<file path="src/rtl/vz_pkg.sv">
// Shared types and constants for the VZ snapshot loader.
package vz_pkg;

  typedef enum logic [2:0] {
    ST_IDLE     = 3'd0,
    ST_HEADER   = 3'd1,
    ST_PAYLOAD  = 3'd2,
    ST_DRAIN    = 3'd3,
    ST_PATCH_LO = 3'd4,
    ST_PATCH_HI = 3'd5,
    ST_FIN      = 3'd6,
    ST_ERR      = 3'd7
  } vz_state_e;

  localparam logic [7:0] VZ_TYPE_BASIC = 8'hF0;
  localparam logic [7:0] VZ_TYPE_BIN   = 8'hF1;

  localparam int TYPE_OFS  = 21;
  localparam int START_OFS = 22;

  // Accepted magic words, byte 0 in the top byte: "VZF0" and " VZF"
  localparam logic [31:0] VZ_MAGIC_A = 32'h565A4630;
  localparam logic [31:0] VZ_MAGIC_B = 32'h20565A46;

  function automatic logic [7:0] magic_byte(input logic [31:0] magic, input logic [1:0] idx);
    logic [7:0] b;
    case (idx)
      2'd0:    b = magic[31:24];
      2'd1:    b = magic[23:16];
      2'd2:    b = magic[15:8];
      2'd3:    b = magic[7:0];
      default: b = 8'h00;
    endcase
    return b;
  endfunction

endpackage

</file>
<file path="src/rtl/vz_image_loader_if.sv">
// Byte-wide req/ack memory write port of the VZ loader.
interface vz_image_loader_if #(parameter int ADDR_W = 16);
  logic              mem_req;
  logic [ADDR_W-1:0] mem_addr;
  logic [7:0]        mem_dout;
  logic              mem_ack;

  modport master (output mem_req, output mem_addr, output mem_dout, input mem_ack);
  modport slave  (input mem_req, input mem_addr, input mem_dout, output mem_ack);
endinterface

</file>
<file path="src/rtl/vz_image_loader_byte_fifo.sv">
// Byte FIFO (power-of-two DEPTH) with occupancy count and synchronous clear.
module byte_fifo #(
  parameter int DEPTH = 8,
  parameter int CW    = $clog2(DEPTH) + 1
) (
  input  logic          clk_sys,
  input  logic          reset,
  input  logic          clr,
  input  logic          push,
  input  logic          pop,
  input  logic [7:0]    wr_data,
  output logic [7:0]    rd_data,
  output logic [CW-1:0] count,
  output logic          full,
  output logic          empty
);
  localparam int AW = $clog2(DEPTH);

  logic [7:0]    mem_r [DEPTH];
  logic [AW-1:0] wr_ptr_r;
  logic [AW-1:0] rd_ptr_r;
  logic [CW-1:0] count_r;
  logic          do_push_s;
  logic          do_pop_s;

  assign full      = (count_r == CW'(DEPTH));
  assign empty     = (count_r == {CW{1'b0}});
  assign do_pop_s  = pop && !empty;
  assign do_push_s = push && (!full || do_pop_s);
  assign rd_data   = mem_r[rd_ptr_r];
  assign count     = count_r;

  // Storage array, written on accepted pushes
  always_ff @(posedge clk_sys) begin
    if (do_push_s) begin
      mem_r[wr_ptr_r] <= wr_data;
    end
  end

  // Pointer and occupancy tracking
  always_ff @(posedge clk_sys or posedge reset) begin
    if (reset) begin
      wr_ptr_r <= {AW{1'b0}};
      rd_ptr_r <= {AW{1'b0}};
      count_r  <= {CW{1'b0}};
    end else if (clr) begin
      wr_ptr_r <= {AW{1'b0}};
      rd_ptr_r <= {AW{1'b0}};
      count_r  <= {CW{1'b0}};
    end else begin
      if (do_push_s) wr_ptr_r <= wr_ptr_r + AW'(1);
      if (do_pop_s)  rd_ptr_r <= rd_ptr_r + AW'(1);
      count_r <= count_r + CW'(do_push_s) - CW'(do_pop_s);
    end
  end
endmodule

</file>
<file path="src/rtl/vz_image_loader.sv">
// VZ snapshot loader: ioctl bytes -> header parse -> FIFO -> req/ack memory writes.
// Optional VZ_MAGIC_CHECK_EN rejects images with a bad magic word or type byte.
module vz_image_loader
  import vz_pkg::*;
#(
  parameter int          ADDR_W     = 16,
  parameter int          FIFO_DEPTH = 8,
  parameter logic [7:0]  DN_INDEX   = 8'd1,
  parameter int          HDR_LEN    = 24,
  parameter logic [15:0] END_PTR    = 16'h78F9
) (
  input  logic              clk_sys,
  input  logic              reset,
  input  logic              dn_download,
  input  logic [7:0]        dn_index,
  input  logic              dn_wr,
  input  logic [7:0]        dn_data,
  output logic              dn_wait,
  vz_image_loader_if.master mem,
  output logic              busy,
  output logic              done,
  output logic              err,
  output logic [7:0]        img_type,
  output logic [ADDR_W-1:0] img_start,
  output logic [ADDR_W-1:0] img_end
);
  localparam int HC_W = $clog2(HDR_LEN);
  localparam int CW   = $clog2(FIFO_DEPTH) + 1;
  localparam logic [ADDR_W-1:0] PTR_LO = ADDR_W'(END_PTR);
  localparam logic [ADDR_W-1:0] PTR_HI = ADDR_W'(END_PTR + 16'd1);

  vz_state_e         state_r;
  logic              act_s, act_d_r, act_rise_s;
  logic [HC_W-1:0]   hdr_cnt_r;
  logic [ADDR_W-1:0] wr_addr_r, addr_r, img_start_r, img_end_r, hdr_start_s;
  logic              addr_full_r, req_r, done_r, err_r, hdr_bad_s;
  logic [7:0]        dout_r, img_type_r;
  logic              fifo_clr_s, fifo_push_s, fifo_pop_s, fifo_full_s, fifo_empty_s;
  logic [7:0]        fifo_rd_s;
  logic [CW-1:0]     fifo_cnt_s;
  logic              issue_s, wrap_err_s, overrun_s, moving_s;
`ifdef VZ_MAGIC_CHECK_EN
  logic              magic_a_ok_r, magic_b_ok_r, magic_a_s, magic_b_s;
`endif

  assign act_s      = dn_download && (dn_index == DN_INDEX);
  assign act_rise_s = act_s && !act_d_r;

  byte_fifo #(.DEPTH(FIFO_DEPTH), .CW(CW)) u_fifo (
    .clk_sys (clk_sys),     .reset (reset),       .clr   (fifo_clr_s),
    .push    (fifo_push_s), .pop   (fifo_pop_s),  .wr_data (dn_data),
    .rd_data (fifo_rd_s),   .count (fifo_cnt_s),  .full  (fifo_full_s),
    .empty   (fifo_empty_s)
  );

  // FIFO control and payload-write issue decisions
  always_comb begin
    fifo_clr_s  = (state_r == ST_ERR) || ((state_r == ST_IDLE) && act_rise_s);
    fifo_push_s = (state_r == ST_PAYLOAD) && act_s && dn_wr;
    moving_s    = (state_r == ST_PAYLOAD) || (state_r == ST_DRAIN);
    issue_s     = 1'b0;
    wrap_err_s  = 1'b0;
    if (moving_s && !req_r && !fifo_empty_s) begin
      issue_s    = !addr_full_r;
      wrap_err_s = addr_full_r;
    end else begin
      issue_s    = 1'b0;
      wrap_err_s = 1'b0;
    end
    fifo_pop_s = issue_s;
    overrun_s  = fifo_push_s && fifo_full_s && !fifo_pop_s;
  end

  // Header field decode for the byte currently on dn_data
  always_comb begin
    hdr_start_s = img_start_r;
    if (hdr_cnt_r == HC_W'(START_OFS)) begin
      hdr_start_s[7:0] = dn_data;
    end else if (hdr_cnt_r == HC_W'(START_OFS + 1)) begin
      hdr_start_s[15:8] = dn_data;
    end else begin
      hdr_start_s = img_start_r;
    end
`ifdef VZ_MAGIC_CHECK_EN
    magic_a_s = magic_a_ok_r;
    magic_b_s = magic_b_ok_r;
    hdr_bad_s = 1'b0;
    if (hdr_cnt_r < HC_W'(4)) begin
      magic_a_s = magic_a_ok_r && (dn_data == magic_byte(VZ_MAGIC_A, hdr_cnt_r[1:0]));
      magic_b_s = magic_b_ok_r && (dn_data == magic_byte(VZ_MAGIC_B, hdr_cnt_r[1:0]));
      hdr_bad_s = !magic_a_s && !magic_b_s;
    end else if (hdr_cnt_r == HC_W'(TYPE_OFS)) begin
      hdr_bad_s = (dn_data != VZ_TYPE_BASIC) && (dn_data != VZ_TYPE_BIN);
    end else begin
      hdr_bad_s = 1'b0;
    end
`else
    hdr_bad_s = 1'b0;
`endif
  end

  // Loader FSM with registered memory port and status outputs
  always_ff @(posedge clk_sys or posedge reset) begin
    if (reset) begin
      state_r     <= ST_IDLE;
      act_d_r     <= 1'b0;
      hdr_cnt_r   <= {HC_W{1'b0}};
      wr_addr_r   <= {ADDR_W{1'b0}};
      addr_r      <= {ADDR_W{1'b0}};
      addr_full_r <= 1'b0;
      req_r       <= 1'b0;
      dout_r      <= 8'h00;
      done_r      <= 1'b0;
      err_r       <= 1'b0;
      img_type_r  <= 8'h00;
      img_start_r <= {ADDR_W{1'b0}};
      img_end_r   <= {ADDR_W{1'b0}};
`ifdef VZ_MAGIC_CHECK_EN
      magic_a_ok_r <= 1'b0;
      magic_b_ok_r <= 1'b0;
`endif
    end else begin
      act_d_r <= act_s;
      done_r  <= 1'b0;
      case (state_r)
        ST_IDLE: begin
          if (act_rise_s) begin
            err_r       <= 1'b0;
            hdr_cnt_r   <= {HC_W{1'b0}};
            addr_full_r <= 1'b0;
`ifdef VZ_MAGIC_CHECK_EN
            magic_a_ok_r <= 1'b1;
            magic_b_ok_r <= 1'b1;
`endif
            state_r     <= ST_HEADER;
          end
        end
        ST_HEADER: begin
          if (!act_s) begin
            state_r <= ST_ERR;
          end else if (dn_wr) begin
            hdr_cnt_r   <= hdr_cnt_r + HC_W'(1);
            img_start_r <= hdr_start_s;
`ifdef VZ_MAGIC_CHECK_EN
            magic_a_ok_r <= magic_a_s;
            magic_b_ok_r <= magic_b_s;
`endif
            if (hdr_cnt_r == HC_W'(TYPE_OFS)) img_type_r <= dn_data;
            if (hdr_bad_s) begin
              state_r <= ST_ERR;
            end else if (hdr_cnt_r == HC_W'(HDR_LEN - 1)) begin
              wr_addr_r <= hdr_start_s;
              img_end_r <= hdr_start_s;
              state_r   <= ST_PAYLOAD;
            end
          end
        end
        ST_PAYLOAD, ST_DRAIN: begin
          if (req_r && mem.mem_ack) begin
            req_r     <= 1'b0;
            wr_addr_r <= wr_addr_r + ADDR_W'(1);
            img_end_r <= wr_addr_r + ADDR_W'(1);
            if (&wr_addr_r) addr_full_r <= 1'b1;
          end else if (issue_s) begin
            req_r  <= 1'b1;
            addr_r <= wr_addr_r;
            dout_r <= fifo_rd_s;
          end
          // Top of address space reached with bytes still queued: refuse to wrap
          if (wrap_err_s || overrun_s) begin
            state_r <= ST_ERR;
          end else if ((state_r == ST_PAYLOAD) && !act_s) begin
            state_r <= ST_DRAIN;
          end else if ((state_r == ST_DRAIN) && fifo_empty_s && !req_r) begin
            state_r <= (img_type_r == VZ_TYPE_BASIC) ? ST_PATCH_LO : ST_FIN;
          end
        end
        ST_PATCH_LO: begin
          if (req_r) begin
            if (mem.mem_ack) begin
              req_r   <= 1'b0;
              state_r <= ST_PATCH_HI;
            end
          end else begin
            req_r  <= 1'b1;
            addr_r <= PTR_LO;
            dout_r <= img_end_r[7:0];
          end
        end
        ST_PATCH_HI: begin
          if (req_r) begin
            if (mem.mem_ack) begin
              req_r   <= 1'b0;
              state_r <= ST_FIN;
            end
          end else begin
            req_r  <= 1'b1;
            addr_r <= PTR_HI;
            dout_r <= img_end_r[15:8];
          end
        end
        ST_FIN: begin
          done_r  <= 1'b1;
          state_r <= ST_IDLE;
        end
        ST_ERR: begin
          err_r <= 1'b1;
          req_r <= 1'b0;
          if (!act_s) state_r <= ST_IDLE;
        end
        default: state_r <= ST_IDLE;
      endcase
    end
  end

  assign mem.mem_req  = req_r;
  assign mem.mem_addr = addr_r;
  assign mem.mem_dout = dout_r;
  assign dn_wait   = (fifo_cnt_s >= CW'(FIFO_DEPTH - 2)) ||
                     (state_r inside {ST_DRAIN, ST_PATCH_LO, ST_PATCH_HI});
  assign busy      = (state_r != ST_IDLE) && (state_r != ST_ERR);
  assign done      = done_r;
  assign err       = err_r;
  assign img_type  = img_type_r;
  assign img_start = img_start_r;
  assign img_end   = img_end_r;
endmodule

</file>
<file path="src/flat_wrapper.sv">
// flat-port wrapper written by rule: the top's interface ports become plain ports
module vz_image_loader_flat import vz_pkg::*;
#(
  parameter int          ADDR_W     = 16,
  parameter int          FIFO_DEPTH = 8,
  parameter logic [7:0]  DN_INDEX   = 8'd1,
  parameter int          HDR_LEN    = 24,
  parameter logic [15:0] END_PTR    = 16'h78F9
)
  (clk_sys, reset, dn_download, dn_index, dn_wr, dn_data, dn_wait, busy, done, err, img_type, img_start, img_end, mem_mem_req, mem_mem_addr, mem_mem_dout, mem_mem_ack);
  vz_image_loader_if #(.ADDR_W(ADDR_W)) mem_i ();
  input  logic clk_sys;
  input  logic reset;
  input  logic dn_download;
  input  logic [7:0] dn_index;
  input  logic dn_wr;
  input  logic [7:0] dn_data;
  output logic dn_wait;
  output logic busy;
  output logic done;
  output logic err;
  output logic [7:0] img_type;
  output logic [ADDR_W-1:0] img_start;
  output logic [ADDR_W-1:0] img_end;
  output wire logic [$bits(mem_i.mem_req)-1:0] mem_mem_req;
  output wire logic [$bits(mem_i.mem_addr)-1:0] mem_mem_addr;
  output wire logic [$bits(mem_i.mem_dout)-1:0] mem_mem_dout;
  input wire logic [$bits(mem_i.mem_ack)-1:0] mem_mem_ack;
  assign mem_mem_req = mem_i.mem_req;
  assign mem_mem_addr = mem_i.mem_addr;
  assign mem_mem_dout = mem_i.mem_dout;
  assign mem_i.mem_ack = mem_mem_ack;
  vz_image_loader #(.ADDR_W(ADDR_W), .FIFO_DEPTH(FIFO_DEPTH), .DN_INDEX(DN_INDEX), .HDR_LEN(HDR_LEN), .END_PTR(END_PTR)) u_core (.clk_sys(clk_sys), .reset(reset), .dn_download(dn_download), .dn_index(dn_index), .dn_wr(dn_wr), .dn_data(dn_data), .dn_wait(dn_wait), .mem(mem_i), .busy(busy), .done(done), .err(err), .img_type(img_type), .img_start(img_start), .img_end(img_end));
endmodule
</file>
<file path="config.mk">
export PLATFORM = sky130hd
export DESIGN_NAME = vz_image_loader_flat
export DESIGN_NICKNAME = d
export VERILOG_FILES = /design/src/rtl/vz_pkg.sv /design/src/rtl/vz_image_loader_if.sv /design/src/rtl/vz_image_loader_byte_fifo.sv /design/src/rtl/vz_image_loader.sv /design/src/flat_wrapper.sv
export SDC_FILE = /design/constraint.sdc
export NUM_CORES = 1
export LEC_CHECK = 0
export ABC_AREA = 1
export CAP_MARGIN = 20
export CORE_ASPECT_RATIO = 1.4
export CORE_MARGIN = 3
export CORE_UTILIZATION = 49
export CTS_CLUSTER_SIZE = 12
export DETAILED_ROUTE_END_ITERATION = 8
export PLACE_DENSITY = 0.73
export SLEW_MARGIN = 25
export SYNTH_ARGS = -nofsm -noshare
export SYNTH_HDL_FRONTEND = slang
export SYNTH_HIERARCHICAL = 1
export SYNTH_SLANG_ARGS = --single-unit
</file>
<file path="constraint.sdc">
create_clock -name clk_sys -period 2.85 [get_ports clk_sys]
set_input_delay 0.57 -clock clk_sys [delete_from_list [all_inputs] [get_ports clk_sys]]
set_output_delay 0.57 -clock clk_sys [all_outputs]
set_load 0.01 [all_outputs]
</file>
# Word level (Yosys, flattened, before mapping)
# Memories as Yosys holds them, arrays and structs flattened.
# Cells that the tools add are included.
# word_totals
ff_bits,87
latch_bits,0
ram_bits,64
mem_bits_ro,0
in_bits,21
out_inout_bits,69
elab_cells,164
n_memories,1
# classes
add_sub_neg,6
n_mul,0
div,0
order_cmp,1
n_eq_ne,33
shift,0
n_mux,56
bitwise,0
n_reduce_logical,52
# mem_list
memory,depth,word_bits,read_ports,rd_clocked_by_memory_dff,write_ports,line,rtl
u_core.u_fifo.mem_r,8,8,1,0,1,vz_image_loader_byte_fifo.sv:19,logic [7:0] mem_r [DEPTH];
# op_table
operator,count
$mux W16,8
$mux W8,7
$mux W3,16
$pmux W16 S3,1
$pmux W16 S2,1
$pmux W8 S3,1
$pmux W3 S7,1
$add A16 B1 Y16 const B,1
$logic_and A1 B1 Y1,16
$ne A2 B2 Y1 const B,8
$reduce_and A16 Y1,1
$eq A5 B5 Y1 const B,3
$mux W5,3
$ne A2 B1 Y1 const B,7
$eq A3 B3 Y1 const B,4
$mux W1,12
$reduce_and A4 Y1,3
$reduce_bool A2 Y1,6
$reduce_bool A3 Y1,4
$pmux W5 S2,1
$reduce_and A5 Y1,2
$ne A3 B3 Y1 const B,3
$reduce_and A9 Y1,1
$eq A8 B1 Y1 const B,1
other kinds (22),37

# Logic depth before layout (Yosys ltp)
# logic_depth
depth_word,11
mapped_depth,17

# By module
# The synthesis kept the hierarchy.
# by_module_without_submodules
mod,n_inst,cells_per_inst,area_per_inst_um2,seq_area_each_um2
vz_image_loader,1,531,4047.6,1926.8
byte_fifo,1,277,3185.6,2172.1

# Worst setup path after synthesis
# Ideal clock, no wire load.
# synth_timing
kind,input-to-reg
startpoint,input dn_index[3]
endpoint,"memory u_core.u_fifo.mem_r[0][0], enable pin"
setup_ps,383
t_arrival_ps,2322
path_slack_ps,145
cell_stages,8
path_buffers,1
cell_sequence,nor2_1 > nand3_1 > nor2_2 > inv_1 > nor3_1 > nand2_2 > buf_6 > nor3_1
# synth_via
elab_chain_len,7
# synth_rtl
item,line,rtl
"start, declared",flat_wrapper.sv:15,input logic [7:0] dn_index;
$eq A8 B1 Y1,vz_image_loader.sv:46,assign act_s = dn_download && (dn_index == DN_INDEX);
$logic_and A1 B1 Y1,vz_image_loader.sv:46,
via u_core.act_s,vz_image_loader.sv:33,"logic act_s, act_d_r, act_rise_s;"
$logic_and A1 B1 Y1 (2 in series),vz_image_loader.sv:59,fifo_push_s = (state_r == ST_PAYLOAD) && act_s && dn_wr;
via u_core.fifo_push_s,vz_image_loader.sv:38,"logic fifo_clr_s, fifo_push_s, fifo_pop_s, fifo_full_s, fifo_empty_s;"
$logic_and A1 B1 Y1,vz_image_loader_byte_fifo.sv:29,assign do_push_s = push && (!full || do_pop_s);
$mux W1,vz_image_loader_byte_fifo.sv:35,if (do_push_s) begin
$mux W1 (not written as such),vz_image_loader_byte_fifo.sv:36,mem_r[wr_ptr_r] <= wr_data;
"end, declared",vz_image_loader_byte_fifo.sv:19,
# The timed path passes the listed nets, and every way through them passes these cells.

# Worst setup path in the final report
# layout_timing
startpoint,register u_core.state_r[0]
endpoint,output busy
# layout_via
elab_chain_len,2
# layout_rtl
item,line,rtl
"start, declared",vz_image_loader.sv:32,vz_state_e state_r;
"start signal, assigned",vz_image_loader.sv:175,state_r <= (img_type_r == VZ_TYPE_BASIC) ? ST_PATCH_LO : ST_FIN;
$ne A3 B3 Y1 / $reduce_bool A3 Y1 (equally long branches),vz_image_loader.sv:221,assign busy = (state_r != ST_IDLE) && (state_r != ST_ERR);
$logic_and A1 B1 Y1 *,vz_image_loader.sv:221,
"end, declared",flat_wrapper.sv:19,output logic busy;
# Mark *: on every way between the ends. The rest lies on a longest branch, timed or not.

==> impl_metrics.prom <==
# TYPE chip_impl_metric gauge
chip_impl_metric{name="antenna_cells",unit=""} 0
chip_impl_info{name="r2r_start",value="u_core/u_fifo/count[2]"} 1
chip_impl_metric{name="n_fill_cell",unit=""} 1167
chip_impl_metric{name="min_delay_path_depth",unit=""} 2
chip_impl_metric{name="worstSkewPairLatency",unit="ns"} 0.43
chip_impl_metric{name="timing.slew.headroom",unit=""} 0.524
chip_impl_metric{name="core.rowCount",unit=""} 51
chip_impl_info{name="yosys.area.top_type",value="sky130_fd_sc_hd__dfrtp_1"} 1
chip_impl_metric{name="area.growth.synth_to_final",unit="%"} 25.0
chip_impl_metric{name="synth_cells",unit=""} 808
chip_impl_metric{name="grt_max_degree",unit=""} 49
chip_impl_info{name="cts_root_buffer",value="sky130_fd_sc_hd__clkbuf_16"} 1
chip_impl_info{name="end_kind",value="output pin"} 1
chip_impl_metric{name="clock_sink_total",unit=""} 151
chip_impl_info{name="synth_ff_type",value="sky130_fd_sc_hd__dfrtp_1"} 1
chip_impl_info{name="worstHoldPathType",value="flop to flop"} 1
chip_impl_metric{name="layout_worst_path_cycle_share",unit=""} 0.902
chip_impl_metric{name="cts.clk_slew.worst_paths",unit="ns"} 0.07
chip_impl_metric{name="cp.required",unit="ns"} 2.28
chip_impl_info{name="rsz0062_at_grt",value="no"} 1
chip_impl_metric{name="vdd_drop_max",unit="mV"} 0.558
chip_impl_info{name="yosys-top-cells-count",value="165 x sky130_fd_sc_hd__nand2_1, 123 x sky130_fd_sc_hd__nor2_1, 87 x sky130_fd_sc_hd__dfrtp_1"} 1
chip_impl_metric{name="critical_path.max_fanout",unit=""} 7
chip_impl_metric{name="drt_iter0_drc",unit=""} 462
chip_impl_metric{name="mean_cell_area_of_the_mapped_netlist",unit="sq um"} 8.95
chip_impl_metric{name="final_critical_path_setup_slack",unit="ns"} 0.280
chip_impl_metric{name="dr.pass1.iters",unit=""} 7
chip_impl_metric{name="clock-skew-final",unit="ns"} 0.0130
chip_impl_metric{name="cts_max_path_buffers",unit=""} 2
chip_impl_metric{name="synthesis.yosys.warnings",unit=""} 6
chip_impl_info{name="clock_tree_from_tritoncts",value="done"} 1
chip_impl_metric{name="period_needed",unit="ns"} 2.57
chip_impl_metric{name="drc_errors",unit=""} 0
chip_impl_metric{name="power-per-cell-area",unit="mW/mm^2"} 843
chip_impl_metric{name="postSynthRegisterBits",unit=""} 151
chip_impl_metric{name="r2r_slack",unit="ns"} 0.31
chip_impl_metric{name="via_per_inst",unit=""} 5.53
chip_impl_metric{name="achievable-frequency",unit="GHz"} 0.389
chip_impl_metric{name="route.detailed.wl_per_inst",unit="um"} 17.7
chip_impl_metric{name="synthDominantCellAreaShare",unit=""} 0.301
chip_impl_metric{name="post-cts-setup-buffers",unit=""} 0
chip_impl_metric{name="mappedNetlistNets",unit=""} 841
chip_impl_metric{name="maxCapViolations",unit=""} 0
chip_impl_metric{name="synth.lib_cells_used.distinct",unit=""} 41
chip_impl_metric{name="cts_made_buffers",unit=""} 17
chip_impl_metric{name="post_cts_hold_buffer_count",unit=""} 0
chip_impl_metric{name="grt-ovfl-total",unit=""} 0
chip_impl_info{name="hold_path_startpoint",value="u_core/err"} 1
chip_impl_metric{name="mappedNetlistArea",unit="sq mm"} 0.00723
chip_impl_metric{name="hold_viol",unit=""} 0
chip_impl_metric{name="grt_usage",unit=""} 0.251
chip_impl_metric{name="cts-htree-levels",unit=""} 4
chip_impl_metric{name="grt_pass1_vias",unit=""} 5932
chip_impl_metric{name="grt_first_pass_wirelength",unit="um"} 31000
chip_impl_metric{name="ys_seq_area_frac",unit=""} 0.567
chip_impl_metric{name="route.final.wire_length",unit="um"} 19700
chip_impl_metric{name="post_route_cells_drive_above_1_share",unit=""} 0.0947
chip_impl_info{name="critPathLaunchType",value="flop"} 1
chip_impl_metric{name="post_cts.resized_instances",unit=""} 0
chip_impl_info{name="timing.rr.end",value="u_core/u_fifo/count[2]"} 1
chip_impl_metric{name="finalWeightedCongestion",unit=""} 0.959
chip_impl_metric{name="synth_edf_count",unit=""} 64
chip_impl_metric{name="cellLeakagePower",unit="nW"} 3.84
chip_impl_metric{name="slew_violations",unit=""} 0
chip_impl_metric{name="drt.antenna.violating_nets",unit=""} 0
chip_impl_metric{name="initial_core_util",unit=""} 0.511
chip_impl_metric{name="report.final.setup_viol",unit=""} 0
chip_impl_metric{name="tightest_slew",unit="ns"} 0.714
chip_impl_metric{name="totalNegativeSetupSlack",unit="ns"} 0
chip_impl_info{name="post-synth-top-count-cell",value="sky130_fd_sc_hd__nand2_1"} 1
chip_impl_info{name="synthTopCellsByArea",value="sky130_fd_sc_hd__dfrtp_1 30%, sky130_fd_sc_hd__edfxtp_1 27%, sky130_fd_sc_hd__nand2_1 8.6%"} 1
chip_impl_metric{name="floorplan_die_width",unit="um"} 109
chip_impl_metric{name="synthArstFlopShare",unit=""} 0.576
chip_impl_metric{name="io_pins",unit=""} 90
chip_impl_metric{name="die_height",unit="um"} 150
chip_impl_metric{name="antenna_violations_before_repair",unit=""} 0
chip_impl_metric{name="post-place-ws",unit="ns"} 0.0561
chip_impl_metric{name="die_area",unit="sq mm"} 0.0163
chip_impl_metric{name="portBuffers",unit=""} 89
chip_impl_metric{name="dp_hpwl",unit="um"} 14400
chip_impl_metric{name="core_area",unit="sq mm"} 0.0142
chip_impl_info{name="setup.worst_path.class",value="flop to output pin"} 1
chip_impl_metric{name="reg2regPathDepth",unit=""} 14
chip_impl_info{name="status",value="finished, final reports clean"} 1
chip_impl_info{name="min_to",value="u_core/err"} 1
chip_impl_metric{name="final_nets",unit=""} 949
chip_impl_metric{name="cp_data_arrival_time",unit="ns"} 2.00
chip_impl_metric{name="routed_vias",unit=""} 6155
## how the worst max path moves through the flow
stage | from | to | slack [ns]
final | u_core/state_r[0] | busy | 0.28
after global routing | u_core/u_fifo/count[2] | u_core/u_fifo/count[1] | 0.16
after CTS | u_core/state_r[0] | busy | 0.29
after detailed placement | dn_index[0] | u_core/u_fifo/count[2] | 0.06
after global placement | dn_index[0] | u_core/u_fifo/count[2] | 0.1
after floorplan | dn_index[3] | u_core/u_fifo/mem_r[0][0] | 0.14
## where the power goes
group          switching, W  leakage (nW)  internal (W)  total [W]
sequential         0.000341          1.67       0.00258    0.00292
combinational       0.00147          1.88       0.00102    0.00249
clock               0.00104         0.295       0.00119    0.00222
total               0.00284          3.84       0.00478    0.00763
## per-layer routing
metal | vias up | wire length (um) | track usage
met1 | 2916 | 7440 | 0.309
li1 | 2929 | - | -
met5 | - | 0 | 0
met3 | 53 | 1270 | 0.0449
met2 | 257 | 10400 | 0.435
met4 | 0 | 615 | 0.100
## layout by cell type, fill, tap and decap left out, drive strengths merged, types with 4 or more instances in the layout
cell type,instances
a21oi,40
a221oi,7
a31oi,8
buf,29
clkbuf,17
clkdlybuf4s50,89
clkinv,7
dfrtp,87
edfxtp,64
ha,11
inv,78
nand2,171
nand3,35
nand4,6
nor2,127
nor3,15
o211ai,4
o21ai,107
xor2,10
## metrics by stage
stage	instances	total power [W]	hold slack, ns	utilization	instance area [sq um]
after floorplan	808	0.00430	0.410	-	7230
after global placement	1082	0.00534	0.463	0.596	8440
after detailed placement	1082	0.00539	0.462	0.596	8440
after CTS	1114	0.00763	0.478	0.638	9040
after global routing	1114	0.00802	0.510	0.638	9040
final	1114	0.00763	0.476	0.638	9040
## final cells by class
class                      count  area, sq um  share of cell area
clock buffer                  17          425              0.0470
sequential                   151         4100               0.453
clock inverter                15          176              0.0195
inverter                      70          264              0.0292
timing repair buffer         118         1120               0.124
tap                          185          231              0.0256
multi-input combinational    558         2730               0.301
## critical path, cell delays in order (launching register included)
cell                              delay (ns)
sky130_fd_sc_hd__dfrtp_1                0.48
sky130_fd_sc_hd__nor2_1                 0.12
sky130_fd_sc_hd__inv_1                  0.09
sky130_fd_sc_hd__nor2_1                 0.32
sky130_fd_sc_hd__nor2_1                 0.08
sky130_fd_sc_hd__clkdlybuf4s50_1        0.49
## cell families after synthesis
logic type | after synthesis | synth area share
compound gates | 175 | 0.132
xor+xnor | 12 | 0.0145
fa+ha+maj | 12 | 0.0218
buf+inv | 99 | 0.0574
flops | 151 | 0.567
simple gates | 359 | 0.208
## sequential cells by signal, indices dropped and copies added (netlist names)
register	cells
u_core/img_type	8
u_core/act_d_r	1
u_core/img_start	16
u_core/mem.mem_dout	8
u_core/done	1
u_core/img_end	16
u_core/mem.mem_addr	16
u_core/mem.mem_req	1
u_core/hdr_cnt_r	5
u_core/u_fifo/wr_ptr_r	3
u_core/u_fifo/rd_ptr_r	3
u_core/u_fifo/mem_r	64
u_core/state_r	3
u_core/err	1
u_core/u_fifo/count	4
u_core/addr_full_r	1
No activity file was read; power rests on OpenSTA's default activity.
